**config.mk**
```make
export PLATFORM = sky130hd
export DESIGN_NAME = mem_req_arbiter_flat
export DESIGN_NICKNAME = d
export VERILOG_FILES = /design/src/rtl/mem_req_arbiter_pkg.sv /design/src/rtl/mem_req_arbiter_if.sv /design/src/rtl/mem_req_arbiter_arb_grant.sv /design/src/rtl/mem_req_arbiter.sv /design/src/flat_wrapper.sv
export SDC_FILE = /design/constraint.sdc
export NUM_CORES = 1
export LEC_CHECK = 0
export CAP_MARGIN = 15
export CORE_AREA = 5 5 166 168
export DETAILED_ROUTE_END_ITERATION = 8
export DIE_AREA = 0 0 171 173
export PLACE_DENSITY = 0.73
export SLEW_MARGIN = 20
export SYNTH_ARGS = -nofsm -noshare
export SYNTH_HDL_FRONTEND = slang
export SYNTH_SLANG_ARGS = --single-unit
```
**constraint.sdc**
```tcl
create_clock -name clock -period 1.99 [get_ports clock]
set_clock_uncertainty 0.15 [all_clocks]
set_input_delay 0.2985 -clock clock [delete_from_list [all_inputs] [get_ports clock]]
set_output_delay 0.2985 -clock clock [all_outputs]
set_load 0.02 [all_outputs]
```
**src/rtl/mem_req_arbiter_pkg.sv**
```systemverilog
// rtl/mem_req_arbiter_pkg.sv - shared encodings for the memory request arbiter
package mem_req_arbiter_pkg;

    // Access size encodings on mem_size_i / bus_size_o
    localparam logic [1:0] SIZE_B = 2'b00;
    localparam logic [1:0] SIZE_H = 2'b01;
    localparam logic [1:0] SIZE_W = 2'b10;
    localparam logic [1:0] SIZE_D = 2'b11;

    // Request direction on bus_req_o
    localparam logic REQ_READ  = 1'b0;
    localparam logic REQ_WRITE = 1'b1;

    // Default owner IDs
    localparam logic [3:0] IF_ID_DEF  = 4'd0;
    localparam logic [3:0] MEM_ID_DEF = 4'd1;

    typedef enum logic [1:0] {
        ARB_IDLE  = 2'd0,
        ARB_ISSUE = 2'd1,
        ARB_WAIT  = 2'd2,
        ARB_RESP  = 2'd3
    } arb_state_t;

endpackage

```
**src/rtl/mem_req_arbiter_if.sv**
```systemverilog
// rtl/mem_req_arbiter_if.sv - client and AXI-master-side signal bundle
// slave modport : arbiter view (client requests and bus responses in)
// master modport: clients + AXI master view (drives requests, sees grants)
interface mem_req_arbiter_if #(
    parameter int ADDR_W = 32,
    parameter int DATA_W = 64,
    parameter int ID_W   = 4
);
    // IF client
    logic              if_req_i;
    logic [ADDR_W-1:0] if_addr_i;
    logic              if_gnt_o;
    logic              if_rvalid_o;
    logic [DATA_W-1:0] if_rdata_o;
    // MEM client
    logic              mem_req_i;
    logic              mem_wen_i;
    logic [ADDR_W-1:0] mem_addr_i;
    logic [1:0]        mem_size_i;
    logic [DATA_W-1:0] mem_wdata_i;
    logic              mem_gnt_o;
    logic              mem_rvalid_o;
    logic [DATA_W-1:0] mem_rdata_o;
    // AXI master side
    logic              bus_valid_o;
    logic              bus_req_o;
    logic [ADDR_W-1:0] bus_addr_o;
    logic [1:0]        bus_size_o;
    logic [DATA_W-1:0] bus_wdata_o;
    logic [ID_W-1:0]   bus_id_o;
    logic              bus_busy_i;
    logic [DATA_W-1:0] bus_rdata_i;
    logic [ID_W-1:0]   bus_rid_i;
    // Stall
    logic              busy_o;

    modport slave (
        input  if_req_i, if_addr_i,
        output if_gnt_o, if_rvalid_o, if_rdata_o,
        input  mem_req_i, mem_wen_i, mem_addr_i, mem_size_i, mem_wdata_i,
        output mem_gnt_o, mem_rvalid_o, mem_rdata_o,
        output bus_valid_o, bus_req_o, bus_addr_o, bus_size_o, bus_wdata_o, bus_id_o,
        input  bus_busy_i, bus_rdata_i, bus_rid_i,
        output busy_o
    );

    modport master (
        output if_req_i, if_addr_i,
        input  if_gnt_o, if_rvalid_o, if_rdata_o,
        output mem_req_i, mem_wen_i, mem_addr_i, mem_size_i, mem_wdata_i,
        input  mem_gnt_o, mem_rvalid_o, mem_rdata_o,
        input  bus_valid_o, bus_req_o, bus_addr_o, bus_size_o, bus_wdata_o, bus_id_o,
        output bus_busy_i, bus_rdata_i, bus_rid_i,
        input  busy_o
    );
endinterface

```
**src/rtl/mem_req_arbiter_arb_grant.sv**
```systemverilog
// rtl/mem_req_arbiter_arb_grant.sv - two-way combinational grant (IF vs MEM)
// Ports: i_en (arbiter may grant), i_if_req, i_mem_req -> o_if_gnt, o_mem_gnt.
// ARB_ROUND_ROBIN_EN: adds clock/reset and a last-winner pointer so that
// simultaneous requests alternate; otherwise MEM has fixed priority.
module arb_grant (
`ifdef ARB_ROUND_ROBIN_EN
    input  logic clock,
    input  logic reset,
`endif
    input  logic i_en,
    input  logic i_if_req,
    input  logic i_mem_req,
    output logic o_if_gnt,
    output logic o_mem_gnt
);

    logic w_mem_first;

`ifdef ARB_ROUND_ROBIN_EN
    // 1 = IF was served last, so MEM has priority; reset leaves MEM first
    logic r_last_if;

    always_ff @(posedge clock or negedge reset) begin
        if (!reset) begin
            r_last_if <= 1'b1;
        end else if (o_if_gnt || o_mem_gnt) begin
            r_last_if <= o_if_gnt;
        end
    end

    assign w_mem_first = r_last_if;
`else
    assign w_mem_first = 1'b1;
`endif

    always_comb begin
        o_if_gnt  = 1'b0;
        o_mem_gnt = 1'b0;
        if (i_en) begin
            if (i_mem_req && (w_mem_first || !i_if_req)) begin
                o_mem_gnt = 1'b1;
            end else if (i_if_req) begin
                o_if_gnt = 1'b1;
            end
        end
    end

endmodule

```
**src/rtl/mem_req_arbiter.sv**
```systemverilog
// rtl/mem_req_arbiter.sv - single-outstanding IF/MEM arbiter in front of the AXI master
// Ports: clock, reset (async active-low), bus (mem_req_arbiter_if.slave) carrying
// IF/MEM client requests, grants, responses, the held AXI request and busy_o.
// Optional macro ARB_ROUND_ROBIN_EN selects round-robin instead of MEM-first.
module mem_req_arbiter
    import mem_req_arbiter_pkg::*;
#(
    parameter int            ADDR_W = 32,
    parameter int            DATA_W = 64,
    parameter int            ID_W   = 4,
    parameter logic [ID_W-1:0] IF_ID  = ID_W'(IF_ID_DEF),
    parameter logic [ID_W-1:0] MEM_ID = ID_W'(MEM_ID_DEF)
) (
    input  logic               clock,
    input  logic               reset,
    mem_req_arbiter_if.slave   bus
);

    arb_state_t        r_state;
    logic [ADDR_W-1:0] r_addr;
    logic [1:0]        r_size;
    logic [DATA_W-1:0] r_wdata;
    logic              r_wen;
    logic [ID_W-1:0]   r_id;
    logic              r_bus_valid;
    logic              r_busy;
    logic              r_busy_d;
    logic              r_if_rvalid;
    logic              r_mem_rvalid;
    logic [DATA_W-1:0] r_if_rdata;
    logic [DATA_W-1:0] r_mem_rdata;

    logic w_grant_en;
    logic w_if_gnt;
    logic w_mem_gnt;
    logic w_done;

    // Grants only in IDLE, and never while reset is held
    assign w_grant_en = (r_state == ARB_IDLE) && reset;

    arb_grant u_arb_grant (
`ifdef ARB_ROUND_ROBIN_EN
        .clock     (clock),
        .reset     (reset),
`endif
        .i_en      (w_grant_en),
        .i_if_req  (bus.if_req_i),
        .i_mem_req (bus.mem_req_i),
        .o_if_gnt  (w_if_gnt),
        .o_mem_gnt (w_mem_gnt)
    );

    // Completion: busy falling edge carrying our own ID
    assign w_done = r_busy_d && !bus.bus_busy_i && (bus.bus_rid_i == r_id);

    always_ff @(posedge clock or negedge reset) begin
        if (!reset) begin
            r_state      <= ARB_IDLE;
            r_addr       <= '0;
            r_size       <= '0;
            r_wdata      <= '0;
            r_wen        <= 1'b0;
            r_id         <= '0;
            r_bus_valid  <= 1'b0;
            r_busy       <= 1'b0;
            r_busy_d     <= 1'b0;
            r_if_rvalid  <= 1'b0;
            r_mem_rvalid <= 1'b0;
            r_if_rdata   <= '0;
            r_mem_rdata  <= '0;
        end else begin
            r_busy_d     <= bus.bus_busy_i;
            r_if_rvalid  <= 1'b0;
            r_mem_rvalid <= 1'b0;
            case (r_state)
                ARB_IDLE: begin
                    if (w_mem_gnt) begin
                        r_addr      <= bus.mem_addr_i;
                        r_size      <= bus.mem_size_i;
                        r_wdata     <= bus.mem_wdata_i;
                        r_wen       <= bus.mem_wen_i;
                        r_id        <= MEM_ID;
                        r_bus_valid <= 1'b1;
                        r_busy      <= 1'b1;
                        r_state     <= ARB_ISSUE;
                    end else if (w_if_gnt) begin
                        r_addr      <= bus.if_addr_i;
                        r_size      <= SIZE_D;
                        r_wdata     <= '0;
                        r_wen       <= REQ_READ;
                        r_id        <= IF_ID;
                        r_bus_valid <= 1'b1;
                        r_busy      <= 1'b1;
                        r_state     <= ARB_ISSUE;
                    end
                end
                ARB_ISSUE: begin
                    if (bus.bus_busy_i) begin
                        r_state <= ARB_WAIT;
                    end
                end
                ARB_WAIT: begin
                    if (w_done) begin
                        r_bus_valid <= 1'b0;
                        r_state     <= ARB_RESP;
                        if (r_id == MEM_ID) begin
                            r_mem_rvalid <= 1'b1;
                            r_mem_rdata  <= (r_wen == REQ_WRITE) ? '0 : bus.bus_rdata_i;
                        end else begin
                            r_if_rvalid <= 1'b1;
                            r_if_rdata  <= bus.bus_rdata_i;
                        end
                    end
                end
                ARB_RESP: begin
                    r_busy  <= 1'b0;
                    r_state <= ARB_IDLE;
                end
                default: begin
                    r_bus_valid <= 1'b0;
                    r_busy      <= 1'b0;
                    r_state     <= ARB_IDLE;
                end
            endcase
        end
    end

    assign bus.if_gnt_o     = w_if_gnt;
    assign bus.mem_gnt_o    = w_mem_gnt;
    assign bus.if_rvalid_o  = r_if_rvalid;
    assign bus.if_rdata_o   = r_if_rdata;
    assign bus.mem_rvalid_o = r_mem_rvalid;
    assign bus.mem_rdata_o  = r_mem_rdata;
    assign bus.bus_valid_o  = r_bus_valid;
    assign bus.bus_req_o    = r_wen;
    assign bus.bus_addr_o   = r_addr;
    assign bus.bus_size_o   = r_size;
    assign bus.bus_wdata_o  = r_wdata;
    assign bus.bus_id_o     = r_id;
    assign bus.busy_o       = r_busy;

endmodule

```
**src/flat_wrapper.sv**
```systemverilog
// flat-port wrapper written by rule: the top's interface ports become plain ports
module mem_req_arbiter_flat import mem_req_arbiter_pkg::*;
#(
    parameter int            ADDR_W = 32,
    parameter int            DATA_W = 64,
    parameter int            ID_W   = 4,
    parameter logic [ID_W-1:0] IF_ID  = ID_W'(IF_ID_DEF),
    parameter logic [ID_W-1:0] MEM_ID = ID_W'(MEM_ID_DEF)
)
  (clock, reset, bus_if_req_i, bus_if_addr_i, bus_if_gnt_o, bus_if_rvalid_o, bus_if_rdata_o, bus_mem_req_i, bus_mem_wen_i, bus_mem_addr_i, bus_mem_size_i, bus_mem_wdata_i, bus_mem_gnt_o, bus_mem_rvalid_o, bus_mem_rdata_o, bus_bus_valid_o, bus_bus_req_o, bus_bus_addr_o, bus_bus_size_o, bus_bus_wdata_o, bus_bus_id_o, bus_bus_busy_i, bus_bus_rdata_i, bus_bus_rid_i, bus_busy_o);
  mem_req_arbiter_if #(.ADDR_W(ADDR_W), .DATA_W(DATA_W), .ID_W(ID_W)) bus_i ();
  input  logic clock;
  input  logic reset;
  input wire logic [$bits(bus_i.if_req_i)-1:0] bus_if_req_i;
  input wire logic [$bits(bus_i.if_addr_i)-1:0] bus_if_addr_i;
  output wire logic [$bits(bus_i.if_gnt_o)-1:0] bus_if_gnt_o;
  output wire logic [$bits(bus_i.if_rvalid_o)-1:0] bus_if_rvalid_o;
  output wire logic [$bits(bus_i.if_rdata_o)-1:0] bus_if_rdata_o;
  input wire logic [$bits(bus_i.mem_req_i)-1:0] bus_mem_req_i;
  input wire logic [$bits(bus_i.mem_wen_i)-1:0] bus_mem_wen_i;
  input wire logic [$bits(bus_i.mem_addr_i)-1:0] bus_mem_addr_i;
  input wire logic [$bits(bus_i.mem_size_i)-1:0] bus_mem_size_i;
  input wire logic [$bits(bus_i.mem_wdata_i)-1:0] bus_mem_wdata_i;
  output wire logic [$bits(bus_i.mem_gnt_o)-1:0] bus_mem_gnt_o;
  output wire logic [$bits(bus_i.mem_rvalid_o)-1:0] bus_mem_rvalid_o;
  output wire logic [$bits(bus_i.mem_rdata_o)-1:0] bus_mem_rdata_o;
  output wire logic [$bits(bus_i.bus_valid_o)-1:0] bus_bus_valid_o;
  output wire logic [$bits(bus_i.bus_req_o)-1:0] bus_bus_req_o;
  output wire logic [$bits(bus_i.bus_addr_o)-1:0] bus_bus_addr_o;
  output wire logic [$bits(bus_i.bus_size_o)-1:0] bus_bus_size_o;
  output wire logic [$bits(bus_i.bus_wdata_o)-1:0] bus_bus_wdata_o;
  output wire logic [$bits(bus_i.bus_id_o)-1:0] bus_bus_id_o;
  input wire logic [$bits(bus_i.bus_busy_i)-1:0] bus_bus_busy_i;
  input wire logic [$bits(bus_i.bus_rdata_i)-1:0] bus_bus_rdata_i;
  input wire logic [$bits(bus_i.bus_rid_i)-1:0] bus_bus_rid_i;
  output wire logic [$bits(bus_i.busy_o)-1:0] bus_busy_o;
  assign bus_i.if_req_i = bus_if_req_i;
  assign bus_i.if_addr_i = bus_if_addr_i;
  assign bus_if_gnt_o = bus_i.if_gnt_o;
  assign bus_if_rvalid_o = bus_i.if_rvalid_o;
  assign bus_if_rdata_o = bus_i.if_rdata_o;
  assign bus_i.mem_req_i = bus_mem_req_i;
  assign bus_i.mem_wen_i = bus_mem_wen_i;
  assign bus_i.mem_addr_i = bus_mem_addr_i;
  assign bus_i.mem_size_i = bus_mem_size_i;
  assign bus_i.mem_wdata_i = bus_mem_wdata_i;
  assign bus_mem_gnt_o = bus_i.mem_gnt_o;
  assign bus_mem_rvalid_o = bus_i.mem_rvalid_o;
  assign bus_mem_rdata_o = bus_i.mem_rdata_o;
  assign bus_bus_valid_o = bus_i.bus_valid_o;
  assign bus_bus_req_o = bus_i.bus_req_o;
  assign bus_bus_addr_o = bus_i.bus_addr_o;
  assign bus_bus_size_o = bus_i.bus_size_o;
  assign bus_bus_wdata_o = bus_i.bus_wdata_o;
  assign bus_bus_id_o = bus_i.bus_id_o;
  assign bus_i.bus_busy_i = bus_bus_busy_i;
  assign bus_i.bus_rdata_i = bus_bus_rdata_i;
  assign bus_i.bus_rid_i = bus_bus_rid_i;
  assign bus_busy_o = bus_i.busy_o;
  mem_req_arbiter #(.ADDR_W(ADDR_W), .DATA_W(DATA_W), .ID_W(ID_W), .IF_ID(IF_ID), .MEM_ID(MEM_ID)) u_core (.clock(clock), .reset(reset), .bus(bus_i));
endmodule
```
Yosys cells after proc, flatten, opt, wreduce, memory -nomap -nowiden
Index checks and enable logic that the tools add are counted.
{"block": "word_totals", "in_bits": 204, "ff_bits": 238, "mem_bits_rw": 0, "latch_bits": 0, "memories": 0, "mem_bits_ro": 0, "output_inout_bits": 237}
{"block": "classes", "n_mux": 32, "multipliers": 0, "div_mod_pow": 0, "bitwise": 1, "n_reduce_logical": 14, "eq_ne": 8, "shifts": 0, "n_lt_le_gt_ge": 0, "addsub": 0}
{"cell": "64-bit two-way mux", "count": 3}
{"cell": "32-bit two-way mux", "count": 2}
{"cell": "1-bit two-way mux", "count": 16}
{"cell": "2-bit two-way mux", "count": 6}
{"cell": "3-bit AND reduction", "count": 4}
{"cell": "4-bit two-way mux", "count": 2}
{"cell": "2-bit one-hot mux with 4 select lines", "count": 1}
{"cell": "2-bit nonzero test", "count": 3}
{"cell": "2-bit == test, second input constant", "count": 2}
{"cell": "4-bit by 1-bit == test with 1-bit output, second input constant", "count": 1}
{"cell": "4-bit == test", "count": 1}
{"cell": "1-bit one-hot mux with 2 select lines", "count": 2}
{"cell": "2-bit AND reduction", "count": 2}
{"cell": "1-bit logical AND", "count": 3}
{"cell": "3-bit != test, second input constant", "count": 1}
{"cell": "2-bit by 1-bit == test with 1-bit output, second input constant", "count": 1}
{"cell": "2-bit zero test", "count": 1}
{"cell": "2-bit by 1-bit != test with 1-bit output, second input constant", "count": 1}
{"cell": "2-bit != test, second input constant", "count": 1}
{"cell": "1-bit zero test", "count": 1}
{"cell": "1-bit inverter", "count": 1}

Logic depth before layout (Yosys ltp)
Gate-level depths: netlist of the first run.
{"block": "depth", "ltp_word": 6, "mapped_depth": 9}

Hierarchy
Synthesis of the first run repeated with hierarchy kept, for this count alone.
{"block": "unflattened", "hier_cells": 892, "area_unflattened_um2": 9789.4}
{"mod": "mem_req_arbiter", "instances": 1, "area_per_inst_um2": 9773.1, "cells_each": 890, "seq_area_each_um2": 5880.6}
{"mod": "arb_grant", "instances": 1, "area_per_inst_um2": 16.3, "cells_each": 2, "seq_area_each_um2": 0.0}

Worst setup path after synthesis of the first run
OpenSTA, ideal clock, no wires.
{"block": "synth_timing", "path_type": "reg-to-reg", "startpoint": "reg u_core.r_state[0]", "endpoint": "reg u_core.r_if_rdata[14] (netlist: u_core.bus.if_rdata_o[14])", "period_less_slack_ns": 1.845, "path_stages_with_launch": 8, "setup_time_ns": 0.125, "path_slack_ns": 0.145, "arrival_time_ns": 1.570, "cell_sequence": "dfrtp_1 > inv_1 > ha_1 > and3b_1 > nand3_1 > buf_6 > buf_6 > mux2_4"}
{"block": "synth_via", "elab_chain_len": 2}
{"item": "start, declared", "line_no": "mem_req_arbiter.sv:19", "source": "arb_state_t r_state;"}
{"item": "start signal, assigned", "line_no": "mem_req_arbiter.sv:58", "source": "r_state <= ARB_IDLE;"}
{"item": "start signal, assigned", "line_no": "mem_req_arbiter.sv:85", "source": "r_state <= ARB_ISSUE;"}
{"item": "start signal, assigned", "line_no": "mem_req_arbiter.sv:94", "source": "r_state <= ARB_ISSUE;"}
{"item": "2-bit == test", "line_no": "mem_req_arbiter.sv:75", "source": "case (r_state)"}
{"item": "3-bit AND reduction (no line)"}
{"item": "end signal, assigned", "line_no": "mem_req_arbiter.sv:111", "source": "r_if_rdata <= bus.bus_rdata_i;"}
{"item": "end, declared", "line_no": "mem_req_arbiter.sv:30", "source": "logic [DATA_W-1:0] r_if_rdata;"}
Every way passes these cells.
A chain may end at the register's enable or synchronous reset.

Final worst setup path of the first run
{"block": "layout_timing", "startpoint": "reg u_core.r_mem_rdata[35] (netlist: u_core.bus.mem_rdata_o[35])", "endpoint": "out bus_mem_rdata_o[35]"}
{"item": "start, declared", "line_no": "mem_req_arbiter.sv:31", "source": "logic [DATA_W-1:0] r_mem_rdata;"}
{"item": "start signal, assigned", "line_no": "mem_req_arbiter.sv:108", "source": "r_mem_rdata <= (r_wen == REQ_WRITE) ? '0 : bus.bus_rdata_i;"}
{"item": "end, declared", "line_no": "flat_wrapper.sv:26", "source": "output wire logic [$bits(bus_i.mem_rdata_o)-1:0] bus_mem_rdata_o;"}
No word-level cell between the ends.

==> run_results.csv, run 1 <==
group,metric,value,unit
outcome,run_status,"completed",
routing,drt_wl_total,32.80,mm
sta,max_freq,510.6,MHz
worst_setup_path,startpoint_type,"flip-flop",
floorplan,start_util,36.81,%
pwr,p_leak,0.009332,uW
cts,cts_sinks,235,
cts,ctsLongestPathBuffers,3,
cells_and_area,area_growth_syn_to_layout,66.11,%
worst_setup_path,slowest_stage,"clkdlybuf4s50_1",
pwr,total_power,19620,uW
logic_synthesis,syn_avg_cell_area,12.13,um2
worst_setup_path,cp_data_required_time,1.54,ns
worst_setup_path,crit_path_max_incr_delay,0.63,ns
global_routing,grt_pass1_vias,8225,
logic_synthesis,ys_seq_elements,235,
routing,vias,7858,
place,portBuffers,437,
pwr,p_per_area,1245,nW/um2
worst_setup_path,cp.arrival,1.51,ns
floorplan,die_area,29580,um2
cts,cts_tree,"built",
worst_setup_path,critPathCaptureType,"output pin",
global_routing,antenna_found_initial,5,
cts,worstSkewPairLatency,0.52,ns
floorplan,rows,59,
routing,drc,0,
cells_and_area,drive_gt1_share,13.32,%
worst_setup_path,cp_cell_sequence,"clkdlybuf4s50_1",
global_routing,grt_util_all_layers,20.68,%
run,max_cap_viol_count,0,
logic_synthesis,syn_area,9484,um2
worst_setup_path,path_buf_inv,1,
worst_setup_path,criticalPathCategory,"reg2out",
cts,clkTransAtPathRegs,0.06,ns
sta,hold_slack,0.1204,ns
place,place_hpwl,22.62,mm
floorplan,ios,441,
sta,finalCritPeriodShare,98.42,%
global_routing,grt_pass1_wl,48.48,mm
sta,setup_viol,0,
logic_synthesis,synth_cells,782,
logic_synthesis,synth.distinct_cells,30,
global_routing,grt_start_max_net_pins,152,
floorplan,core-area,25760,um2
cts,cts_root_buf,"clkbuf_16",
routing,wire_per_inst,20.59,um
sta,worstMarginPinSlew,0.9347,ns
worst_setup_path,critPathTopFamily,"buffers and inverters",
worst_setup_path,cp_max_fo,2,
cts,htreeDepth,1,
floorplan,die_x,171,um
sta,slew_violations,0,
sta,rsz0062_at_grt,"true",
routing,firstDrtPassIters,4,
cells_and_area,num-nets-final,1444,
routing,drtAntennaViolNets,0,
logic_synthesis,yosysSeqAreaShare,62.01,%
routing,first_iter_violations,535,
global_routing,overflow,0,
sta,relSlewSlack,37.69,%
min_path,min-delay-path-class,"in2reg",
cells_and_area,fill_cells,2014,
logic_synthesis,ys_warn_count,0,
sta,hold_violations,0,
floorplan,die_h,173,um
pwr,ir_drop,0.8752,mV
sta,period_needed,1.958,ns
place,gp_congestion,0.8302,
routing,vias_per_cell,4.933,
cts,cts_made_buffers,25,
-- worst paths after layout --
check / from / end / slack, ns / depth (start not counted)
max: u_core.bus.mem_rdata_o[35] / bus_mem_rdata_o[35] / 0.03 / 1
min: bus_bus_busy_i / u_core.r_busy_d / 0.12 / 1
max reg2reg: u_core.r_state[0] / u_core.bus.if_rdata_o[3] / 0.06 / 7
min reg2reg: u_core.bus.mem_rdata_o[57] / u_core.bus.mem_rdata_o[57] / 0.31 / 2
max in group asynchronous: reset / u_core.bus.if_rdata_o[12] / 0.42 / 4
min in group asynchronous: reset / u_core.bus.bus_addr_o[0] / 0.30 / 3
-- layout make-up --
class	count	area, um2	area share, %
Clock buffer	31	678.2	4.305
Inverter	6	27.53	0.1747
Clock inverter	15	281.5	1.787
Antenna cell	4	10.01	0.06354
Tap cell	335	419.2	2.661
Timing Repair Buffer	482	5150	32.69
Sequential cell	235	5881	37.33
Multi-Input combinational cell	485	3307	20.99
-- metal layers --
layer | global-route usage, % | up-vias | routed length (um)
met2 | 34.64 | 358 | 16330
met4 | 6.042 | 2 | 728
met3 | 7.580 | 51 | 3615
met5 | 0 | - | 7
met1 | 24.98 | 3842 | 12120
li1 | - | 3605 | -
-- placed cells by master (no fill, tap or decap), types with 9 or more instances in the layout --
cell,n
nand3b_1,64
a31oi_1,32
a22o_1,66
clkbuf_16,28
buf_12,9
nand2_1,194
buf_4,28
nor2_1,35
dlygate4sd2_1,58
clkdlybuf4s50_1,256
mux2_2,16
dfrtp_1,235
mux2_4,49
dlymetal6s2s_1,120
-- state kept, by name, indices dropped and copies added (netlist names), 2 cells and up --
| register | count |
|---|---|
| u_core.bus.bus_wdata_o | 64 |
| u_core.r_state | 2 |
| u_core.bus.bus_size_o | 2 |
| u_core.bus.if_rdata_o | 64 |
| u_core.bus.bus_addr_o | 32 |
| u_core.bus.mem_rdata_o | 64 |
-- report_power, final --
group          switching [uW]  internal, uW  total [uW]
combinational            3760          3570        7330
clock                    1960          3460        5410
sequential                777          6100        6880
-- what timing repair did --
action                                  4_1_cts  5_1_grt
endpoints found under the hold margin       236        0
pin swaps                                     2        5
resized for setup                            75      133
hold buffers                                  1        0
setup buffers                                 1        6
endpoints found under the setup margin      125      249
gates cloned                                  1        3
-- synth_stat cells (all sizes together) --
| cell | n | area, um2 |
|---|---|---|
| o211a | 1 | 10.01 |
| o21ai | 3 | 15.01 |
| nand3 | 3 | 20.02 |
| o211ai | 1 | 7.510 |
| inv | 6 | 22.52 |
| a21oi | 3 | 15.01 |
| nor3 | 1 | 10.01 |
| dfrtp | 235 | 5881 |
| conb | 1 | 3.750 |
| xnor2 | 1 | 8.760 |
| nand4 | 2 | 12.51 |
| buf | 43 | 279.0 |
| nor2 | 36 | 135.1 |
| mux2 | 65 | 915.9 |
| ha | 5 | 62.56 |
| nand3b | 64 | 480.5 |
| and3b | 1 | 8.760 |
| clkbuf | 15 | 56.30 |
| o32a | 1 | 10.01 |
| nand2 | 194 | 728.2 |
| o22a | 2 | 17.52 |
| and2 | 1 | 6.260 |
| a22o | 66 | 578.1 |
| a31oi | 32 | 200.2 |
-- kinds of logic after synthesis --
family          synth area share (%)
other cells                  0.03954
simple gates                   14.78
flops                          62.01
xor+xnor                     0.09237
compound gates                 8.997
buf+inv                        3.773
fa+ha+maj                     0.6596
mux                            9.657
-- metrics by stage --
step	area, um2	util [%]	TNS, ns	setup slack (ns)	std cells
after floorplan	9492	-	0	0.1454	784
after global placement	14330	55.61	-34.15	-0.2938	1531
after detailed placement	14330	55.61	-34.05	-0.3070	1531
after CTS	15280	59.31	0	0.0001293	1580
after global routing	15750	61.15	-0.1275	-0.04107	1593
final	15750	61.15	0	0.03153	1593
Note: power is estimated with default switching activity, not from simulation.
==> run 2, diff against run 1 <==
REMOVE_ABC_BUFFERS = 1   (was not set)
clock period = 2.1 ns   (was 1.99 ns; I/O delays follow)
==> run 2 against run 1 <==
  * Routed wire length is 0.24% lower
  * Global-route usage up 0.19 points
  * Critical path type unchanged
  * First-iteration DRC count down 19%
  * Highest routed layer unchanged
==> run_results.csv, run 2 (synthesis results as in run 1) <==
group,metric,value,unit
outcome,run_status,"completed",
place,dp_cells,1523,
cts,clkTransAtPathRegs,0.06,ns
worst_setup_path,cp_data_required_time,1.63,ns
global_routing,grt_util_all_layers,20.87,%
floorplan,rows,59,
worst_setup_path,slowest_stage,"clkdlybuf4s50_1",
cts,cts_made_buffers,27,
routing,firstDrtPassIters,4,
place,gp_congestion,0.8623,
routing,wire_per_inst,20.60,um
sta,hold_violations,0,
global_routing,grt_pass1_vias,8198,
cts,worstSkewPairLatency,0.52,ns
floorplan,die_h,173,um
cells_and_area,final_common_cell,"clkdlybuf4s50_1",
cts,ctsLongestPathBuffers,3,
worst_setup_path,crit_path_max_incr_delay,0.65,ns
place,portBuffers,437,
run,max_cap_viol_count,0,
worst_setup_path,cp_max_fo,2,
routing,vias,7833,
cells_and_area,fin_util,59.92,%
global_routing,antenna_found_initial,3,
cells_and_area,num-nets-final,1440,
place,dpl_cell_area,14290,um2
routing,vias_per_cell,4.933,
sta,finalCritPeriodShare,99.05,%
pwr,p_leak,0.007248,uW
sta,max_freq,480.8,MHz
floorplan,start_util,36.81,%
cts,cts_root_buf,"clkbuf_16",
global_routing,grt_start_max_net_pins,129,
sta,rsz0062_at_grt,"true",
pwr,ir_drop,0.9359,mV
cts,htreeDepth,1,
worst_setup_path,cp.arrival,1.62,ns
cells_and_area,most-common-layout-cells,"clkdlybuf4s50_1, dfrtp_1, nand2_1",
floorplan,die_area,29580,um2
place,place_hpwl,23.03,mm
min_path,min-delay-path-class,"in2async",
worst_setup_path,path_buf_inv,1,
worst_setup_path,cp_cell_sequence,"clkdlybuf4s50_1",
routing,drtAntennaViolNets,0,
cts,cts_tree,"built",
sta,setup_viol,0,
floorplan,ios,441,
floorplan,core-area,25760,um2
cells_and_area,drive_gt1_share,13.11,%
routing,drt_wl_total,32.72,mm
sta,worstMarginPinSlew,0.7066,ns
worst_setup_path,critPathCaptureType,"output pin",
cells_and_area,design_area,15440,um2
routing,drc,0,
sta,period_needed,2.080,ns
routing,first_iter_violations,431,
pwr,p_per_area,1215,nW/um2
sta,relSlewSlack,52.90,%
cts,cts_sinks,235,
cells_and_area,area_growth_syn_to_layout,62.78,%
worst_setup_path,startpoint_type,"flip-flop",
sta,slew_violations,0,
sta,hold_slack,0.03161,ns
floorplan,die_x,171,um
worst_setup_path,critPathTopFamily,"buffers and inverters",
global_routing,grt_pass1_wl,48.99,mm
cells_and_area,stdcell_count,1588,
global_routing,overflow,0,
worst_setup_path,criticalPathCategory,"reg2out",
run 2: cell count changes in the layout (fill, tap and decap cells not counted), moves of 4 or more:
cell / previous run / this run
dlymetal6s2s_1: 120 / 1
bufinv_16: 8 / 3
clkbuf_8: 3 / 7
clkdlybuf4s50_1: 256 / 430
dlygate4sd2_1: 58 / 3
buf_4: 28 / 21
run 2: final cells by class:
class,count,area (um2)
flip-flops and latches,235,5881
well taps,335,419.2
clock inverters,13,148.9
multi-input cells,485,3289
repair buffers,476,4886
fillers,2069,10320
inverters,6,30.03
diodes,2,5.005
clock buffers,36,779.5
run 2: timing repair:
item,4_1_cts,5_1_grt
cloned,1,2
pin swaps,0,4
endpoints found under the hold margin,235,0
buffers inserted,8,3
hold buffers,1,0
endpoints found under the setup margin,5,30
resized for setup,14,14
run 2: final timing paths:
kind                       slack (ns)  cells past startpoint                       start                    endpoint
hold reg to reg                  0.31                      2   u_core.bus.mem_rdata_o[7]   u_core.bus.mem_rdata_o[7]
setup / recovery                 0.02                      1  u_core.bus.bus_wdata_o[26]         bus_bus_wdata_o[26]
min in group clock               0.13                      1              bus_bus_busy_i             u_core.r_busy_d
hold / removal                   0.03                      2                       reset    u_core.bus.bus_addr_o[9]
max in group asynchronous        0.89                      3                       reset   u_core.bus.if_rdata_o[46]
setup reg to reg                 0.04                      9           u_core.r_state[0]  u_core.bus.mem_rdata_o[13]
run 2: layer usage:
metal | GRT usage, % | vias up | wire (um)
met5 | 0 | - | 13
met4 | 8.121 | 2 | 1177
met3 | 4.612 | 79 | 2254
met2 | 34.80 | 294 | 16200
met1 | 26.40 | 3873 | 13070
li1 | - | 3585 | -
run 2: stage by stage:
stage	power, uW	setup TNS (ns)	setup WS [ns]
2_1_floorplan	9857	-366.58	-2.132
3_3_place_gp	13700	-1.447	-0.03911
3_5_place_dp	13800	-2.686	-0.07802
4_1_cts	18930	0	0.003659
5_1_grt	19610	-0.4206	-0.03396
6_report	18750	0	0.01998
run 2: report_power, final:
part           total (uW)  leakage, uW  switching (uW)  internal [uW]
logic                7330      0.00372            3590           3740
registers            6550      0.00307             774           5780
clock network        4860     0.000460            1900           2960
total               18800      0.00725            6260          12500
==> run 3, diff against run 2 <==
CAP_MARGIN = 0   (was 15)
==> results of run 3 <==
No change in the layout: final DEF, timing and power equal those of run 2.
